**src/rtl/canvas_input_conditioner_if.sv**
```systemverilog
// Raw switch/button pins into the conditioner and the clean levels/strobes out of it.
// master drives the raw pins (board side); slave is the conditioner itself.
interface canvas_input_conditioner_if;
  logic [3:0] buttons_raw;
  logic [2:0] rgb_raw;
  logic       brush_raw;
  logic [3:0] buttons;
  logic [3:0] move_pulse;
  logic [2:0] rgb_sel;
  logic       brush;
  logic       settings_changed;

  modport master (
    output buttons_raw, rgb_raw, brush_raw,
    input  buttons, move_pulse, rgb_sel, brush, settings_changed
  );

  modport slave (
    input  buttons_raw, rgb_raw, brush_raw,
    output buttons, move_pulse, rgb_sel, brush, settings_changed
  );
endinterface

```
**src/rtl/canvas_input_conditioner.sv**
```systemverilog
// Synchronise + debounce buttons/colour/brush inputs, generate move strobes with
// hold-to-repeat and a strobe on any paint-setting change.
module canvas_input_conditioner #(
  parameter int DEBOUNCE_CYCLES = 50000,
  parameter int REPEAT_DELAY    = 4000000,
  parameter int REPEAT_RATE     = 1000000
) (
  input logic                        clk,
  input logic                        rst,
  canvas_input_conditioner_if.slave  io
);
  localparam int DB_W    = $clog2(DEBOUNCE_CYCLES);
  localparam int RPT_MAX = (REPEAT_DELAY > REPEAT_RATE) ? REPEAT_DELAY : REPEAT_RATE;
  localparam int RPT_W   = $clog2(RPT_MAX);

  localparam logic [DB_W-1:0]  DB_LAST    = DB_W'(DEBOUNCE_CYCLES - 1);
  localparam logic [RPT_W-1:0] DELAY_LAST = RPT_W'(REPEAT_DELAY - 1);
  localparam logic [RPT_W-1:0] RATE_LAST  = RPT_W'(REPEAT_RATE - 1);
  // Buttons are active-low on the pins, so their flops reset to "released".
  localparam logic [7:0]       SYNC_RST   = 8'b1111_0000;

  typedef enum logic [1:0] {S_IDLE, S_DELAY, S_REPEAT} rpt_state_t;

  logic [7:0]       w_raw;
  logic [7:0]       w_sync;
  logic [7:0]       r_sync_p0;
  logic [7:0]       r_sync_p1;
  logic [7:0]       r_deb_p2;
  logic [DB_W-1:0]  r_db_cnt [8];
  rpt_state_t       r_state [4];
  rpt_state_t       w_state_nxt [4];
  logic [RPT_W-1:0] r_rpt_cnt [4];
  logic [RPT_W-1:0] w_rpt_cnt_nxt [4];
  logic [3:0]       w_pulse;
  logic [3:0]       w_mask;
  logic [3:0]       r_move_p3;
  logic [3:0]       r_settings_prev;
  logic             r_settings_chg_p3;

  // Bit layout everywhere: [7:4] buttons up/down/right/left, [3:1] RGB, [0] brush.
  assign w_raw = {io.buttons_raw, io.rgb_raw, io.brush_raw};

  // ---- p0/p1: two-flop synchroniser ----
  always_ff @(posedge clk or posedge rst) begin
    if (rst) begin
      r_sync_p0 <= SYNC_RST;
      r_sync_p1 <= SYNC_RST;
    end else begin
      r_sync_p0 <= w_raw;
      r_sync_p1 <= r_sync_p0;
    end
  end

  assign w_sync = {~r_sync_p1[7:4], r_sync_p1[3:0]};

  // ---- p2: per-bit debounce, level flips after DEBOUNCE_CYCLES straight mismatches ----
  always_ff @(posedge clk or posedge rst) begin
    if (rst) begin
      r_deb_p2 <= '0;
      for (int i = 0; i < 8; i++) r_db_cnt[i] <= '0;
    end else begin
      for (int i = 0; i < 8; i++) begin
        if (w_sync[i] == r_deb_p2[i]) begin
          r_db_cnt[i] <= '0;
        end else if (r_db_cnt[i] == DB_LAST) begin
          r_deb_p2[i] <= ~r_deb_p2[i];
          r_db_cnt[i] <= '0;
        end else begin
          r_db_cnt[i] <= r_db_cnt[i] + DB_W'(1);
        end
      end
    end
  end

  // Repeat FSMs. IDLE with the level high can only be the first high cycle,
  // because any high level moves the FSM out of IDLE on the next edge.
  always_comb begin
    w_pulse = '0;
    for (int d = 0; d < 4; d++) begin
      w_state_nxt[d]   = r_state[d];
      w_rpt_cnt_nxt[d] = r_rpt_cnt[d];
      if (!r_deb_p2[4+d]) begin
        w_state_nxt[d]   = S_IDLE;
        w_rpt_cnt_nxt[d] = '0;
      end else begin
        case (r_state[d])
          S_IDLE: begin
            w_pulse[d]       = 1'b1;
            w_state_nxt[d]   = S_DELAY;
            w_rpt_cnt_nxt[d] = '0;
          end
          S_DELAY: begin
            if (r_rpt_cnt[d] == DELAY_LAST) begin
              w_pulse[d]       = 1'b1;
              w_state_nxt[d]   = S_REPEAT;
              w_rpt_cnt_nxt[d] = '0;
            end else begin
              w_rpt_cnt_nxt[d] = r_rpt_cnt[d] + RPT_W'(1);
            end
          end
          S_REPEAT: begin
            if (r_rpt_cnt[d] == RATE_LAST) begin
              w_pulse[d]       = 1'b1;
              w_rpt_cnt_nxt[d] = '0;
            end else begin
              w_rpt_cnt_nxt[d] = r_rpt_cnt[d] + RPT_W'(1);
            end
          end
          default: begin
            w_state_nxt[d]   = S_IDLE;
            w_rpt_cnt_nxt[d] = '0;
          end
        endcase
      end
    end
  end

  always_ff @(posedge clk or posedge rst) begin
    if (rst) begin
      for (int d = 0; d < 4; d++) begin
        r_state[d]   <= S_IDLE;
        r_rpt_cnt[d] <= '0;
      end
    end else begin
      for (int d = 0; d < 4; d++) begin
        r_state[d]   <= w_state_nxt[d];
        r_rpt_cnt[d] <= w_rpt_cnt_nxt[d];
      end
    end
  end

  // Opposing directions held together cancel; the FSMs behind them keep counting.
  assign w_mask = {{2{r_deb_p2[7] & r_deb_p2[6]}}, {2{r_deb_p2[5] & r_deb_p2[4]}}};

  // ---- p3: registered strobes ----
  always_ff @(posedge clk or posedge rst) begin
    if (rst) begin
      r_move_p3         <= '0;
      r_settings_prev   <= '0;
      r_settings_chg_p3 <= 1'b0;
    end else begin
      r_move_p3         <= w_pulse & ~w_mask;
      r_settings_prev   <= r_deb_p2[3:0];
      r_settings_chg_p3 <= (r_deb_p2[3:0] != r_settings_prev);
    end
  end

  assign io.buttons          = r_deb_p2[7:4];
  assign io.rgb_sel          = r_deb_p2[3:1];
  assign io.brush            = r_deb_p2[0];
  assign io.move_pulse       = r_move_p3;
  assign io.settings_changed = r_settings_chg_p3;
endmodule
```
**src/flat_wrapper.sv**
```systemverilog
// flat-port wrapper written by rule: the top's interface ports become plain ports
module canvas_input_conditioner_flat 
#(
  parameter int DEBOUNCE_CYCLES = 50000,
  parameter int REPEAT_DELAY    = 4000000,
  parameter int REPEAT_RATE     = 1000000
)
  (clk, rst, io_buttons_raw, io_rgb_raw, io_brush_raw, io_buttons, io_move_pulse, io_rgb_sel, io_brush, io_settings_changed);
  canvas_input_conditioner_if io_i ();
  input logic clk;
  input logic rst;
  input wire logic [$bits(io_i.buttons_raw)-1:0] io_buttons_raw;
  input wire logic [$bits(io_i.rgb_raw)-1:0] io_rgb_raw;
  input wire logic [$bits(io_i.brush_raw)-1:0] io_brush_raw;
  output wire logic [$bits(io_i.buttons)-1:0] io_buttons;
  output wire logic [$bits(io_i.move_pulse)-1:0] io_move_pulse;
  output wire logic [$bits(io_i.rgb_sel)-1:0] io_rgb_sel;
  output wire logic [$bits(io_i.brush)-1:0] io_brush;
  output wire logic [$bits(io_i.settings_changed)-1:0] io_settings_changed;
  assign io_i.buttons_raw = io_buttons_raw;
  assign io_i.rgb_raw = io_rgb_raw;
  assign io_i.brush_raw = io_brush_raw;
  assign io_buttons = io_i.buttons;
  assign io_move_pulse = io_i.move_pulse;
  assign io_rgb_sel = io_i.rgb_sel;
  assign io_brush = io_i.brush;
  assign io_settings_changed = io_i.settings_changed;
  canvas_input_conditioner #(.DEBOUNCE_CYCLES(DEBOUNCE_CYCLES), .REPEAT_DELAY(REPEAT_DELAY), .REPEAT_RATE(REPEAT_RATE)) u_core (.clk(clk), .rst(rst), .io(io_i));
endmodule
```
**config.mk**
```make
export PLATFORM = sky130hd
export DESIGN_NAME = canvas_input_conditioner_flat
export DESIGN_NICKNAME = d
export VERILOG_FILES = /design/src/rtl/canvas_input_conditioner_if.sv /design/src/rtl/canvas_input_conditioner.sv /design/src/flat_wrapper.sv
export SDC_FILE = /design/constraint.sdc
export NUM_CORES = 1
export LEC_CHECK = 0
export CORE_ASPECT_RATIO = 0.7
export CORE_UTILIZATION = 34
export CTS_BUF_LIST = sky130_fd_sc_hd__clkbuf_16
export DETAILED_ROUTE_END_ITERATION = 16
export PLACE_DENSITY_LB_ADDON = 0.05
export SLEW_MARGIN = 5
export SYNTH_ARGS = -nofsm -noshare
export SYNTH_HDL_FRONTEND = slang
export SYNTH_SLANG_ARGS = --single-unit
export TNS_END_PERCENT = 1
```
**constraint.sdc**
```tcl
create_clock -name clk -period 13.37 [get_ports clk]
set_clock_uncertainty 0.1 [all_clocks]
set_input_delay 3.3425 -clock clk [delete_from_list [all_inputs] [get_ports clk]]
set_output_delay 3.3425 -clock clk [all_outputs]
set_load 0.01 [all_outputs]
```
==> run metrics <==
Slowest-stage cell, CP=clkdlybuf4s50_1; crit-path max cell delay=between 600 and 700 ps; final worst setup slack=just over 8000 ps; Synth Cell Area=around 13,000 µm²; vias in the first global route=9,194; drc violations=0; Crit. End Element=output port; post-synthesis cell type count=a little under 50; first-pass GRT wire length=approximately 48 mm; met3 wire len=around 980 µm; Worst Path Max Fanout=11; die area=38,580 µm²; WP data required=slightly below 10,000 ps; Resized Gates After CTS=0; post-CTS setup buffers=0; maxcap violations=0; post-DP HPWL=~18 mm; total CTS buffers=29; clock buffer depth=3; WL met2=11.13 mm; worst reg2reg setup slack=about 10,000 ps; Rel. slew slack=27.51%; crit path buf inv count=1; met1 wire length=approximately 15 mm; Peak VDD IR=between 0.07 and 0.08 mV; drt wl/cell=15.30 µm; drt via density=around 5.2; min Tclk post-route=between 5000 and 6000 ps; die boundary width=234.3 µm; CP top delay family=buffers and inverters; post-synth top area share=48.50%; CORE AREA=around 37,000 µm²; unrepaired setup endpoints after global routing=no; worst reg2reg path endpoint=u_core.r_rpt_cnt[38]; syn_nets=approximately 1,300; FF-to-FF path depth=4; Final Hold Fails=0; Pwr Density=roughly 110 nW/µm²; CP Launch Type=register; CP Cell Sequence=clkdlybuf4s50_1; Worst Setup EP=io_buttons[0]; Worst Setup SP=u_core.r_deb_p2[4]; Post-DRT Antenna Nets=0; Slew Viols, Final=0; CTS clock-pin slew for the worst setup and hold paths=60 ps; synthesis-stage register bit count=approximately 260; I/O pin total=23; Setup Total Neg Slack=0 ps; yosys warns=0; GRT Residual Overflow=0; area post-placement=roughly 14,000 µm²; placed cells=1,752; Setup WS pre-CTS=approximately 7600 ps; Final Cycle Share=between 30% and 40%; sequential-to-total area share from yosys stat=approximately half; NumNets Final=1,337; Synth area leaders=dfrtp_1 49%, xnor2_1 6.3%, xor2_1 4.1%; Inserted Diodes=0; hold crit path type=register to register; Finished Layout Cells=about 1,800; Initial Util=between 30% and 40%; ys async rst share=100.0%; uppermost routed layer=met4; Clk Tree Root Cell=clkbuf_16; fin area=14,490 µm²; share of cells above drive strength 1=5.695%; kind of critical path=register to output port; synthesized area per cell=around 10 µm²; TritonCTS clock tree=yes; clk_lat worst skew=550 ps; Critical R2R Launch=u_core.r_rpt_cnt[30]; row count=between 50 and 60; Max Freq=approximately 190 MHz; status=completed; area leader, netlist=dfrtp_1; most common cell after layout, fill and taps aside=dfrtp_1; area grow syn2layout=12.81%; wirelength, routed=~28 mm; synthesized instance count=1,282; die height=about 160 µm; Stages on worst setup path=1; LEAKAGE=between 0.005 and 0.006 µW; initial antenna violation count=0; DRT Pass-1 Iters=5; DR iter-0 viols=between 500 and 600; EDFF count, synth=0; Total Routing Usage GR=around 15%; hold-fix buffer count after cts=0; via count=approximately 9,500; most used flip-flop cell after synthesis=dfrtp_1; crit path DAT=1740 ps; CTS H-tree lvls=1; Clock Sinks=257; routability cong.=approximately 0.74; most frequent cells in the layout=249 x dfrtp_1, 126 x nor2_1, 93 x xnor2_1; largest net degree at the start of global routing=134; # setup viols final=0; worst slew pin tran=1087 ps; Port Buf Inserts=22
## flip-flops by register name (all words and copies together), names as in the netlist
signal,count
u_core.r_rpt_cnt,88
u_core.r_sync_p1,8
u_core.r_db_cnt,128
u_core.io.move_pulse,4
u_core.r_sync_p0,8
u_core.io.settings_changed,1
u_core.r_deb_p2,8
u_core.r_settings_prev,4
u_core.r_state,8
## kinds of logic after synthesis
kind of cell             after synthesis  share of synthesized area [%]
AO/OA/AOI/OAI                        186                          8.911
flip-flops                           257                          50.14
adder cells (fa/ha/maj)               32                          3.116
buffers and inverters                 76                          2.279
XOR/XNOR                             153                          10.43
multiplexers                           9                         0.7402
AND/OR/NAND/NOR                      569                          24.39
## routing by layer
metal  up-vias  global-route usage (%)
li1       4688                       -
met1      4606                   23.39
met2       128                   21.13
met3        36                   2.503
met4         0                   2.933
met5         -                       0
## cell usage after synthesis, types with 13 or more instances
cell,instances
a21oi_1,75
a22oi_1,33
and3_1,31
and4_1,16
clkbuf_1,37
dfrtp_1,249
ha_1,32
inv_1,33
nand2_1,81
nand3_1,79
nand4_1,62
nor2_1,126
nor3_1,30
nor4_1,25
nor4bb_1,17
o21ai_0,41
o31ai_1,13
or3_1,42
or4_1,27
xnor2_1,93
xor2_1,60
## report_power, final
part | internal, µW | switching [µW]
clock | 486 | 324
sequential | 787 | 7.17
combinational | 9.17 | 26.5
## layout make-up
cell class | count | area, µm²
fill | 3682 | 22710
tap | 488 | 610.6
clock inverter | 24 | 227.7
sequential | 257 | 6441
multi-input combinational | 949 | 6113
clock buffer | 29 | 725.7
timing repair buffer | 25 | 242.7
inverter | 33 | 131.4
## metrics by stage
| stage | hold WS, ps | util [%] | total power, µW |
|---|---|---|---|
| 5_1_grt | 253.3 | 38.95 | 1714 |
| 3_5_place_dp | 234.7 | 36.39 | 846.8 |
| 2_1_floorplan | 231.2 | - | 831.9 |
| 6_report | 247.4 | 38.95 | 1640 |
| 4_1_cts | 249.4 | 38.95 | 1674 |
| 3_3_place_gp | 250.7 | 36.39 | 847.0 |
## worst min-delay path by stage
stage,startpoint,to,slack [ps],depth (start not counted)
2_1_floorplan,u_core.r_sync_p0[0],u_core.r_sync_p1[0],230,0
3_3_place_gp,u_core.r_sync_p0[7],u_core.r_sync_p1[7],250,0
3_5_place_dp,u_core.r_sync_p0[2],u_core.r_sync_p1[2],230,0
4_1_cts,u_core.r_sync_p0[2],u_core.r_sync_p1[2],250,0
5_1_grt,u_core.r_sync_p0[2],u_core.r_sync_p1[2],250,0
6_report,u_core.r_sync_p0[2],u_core.r_sync_p1[2],250,0
(Power assumes the default switching activity.)
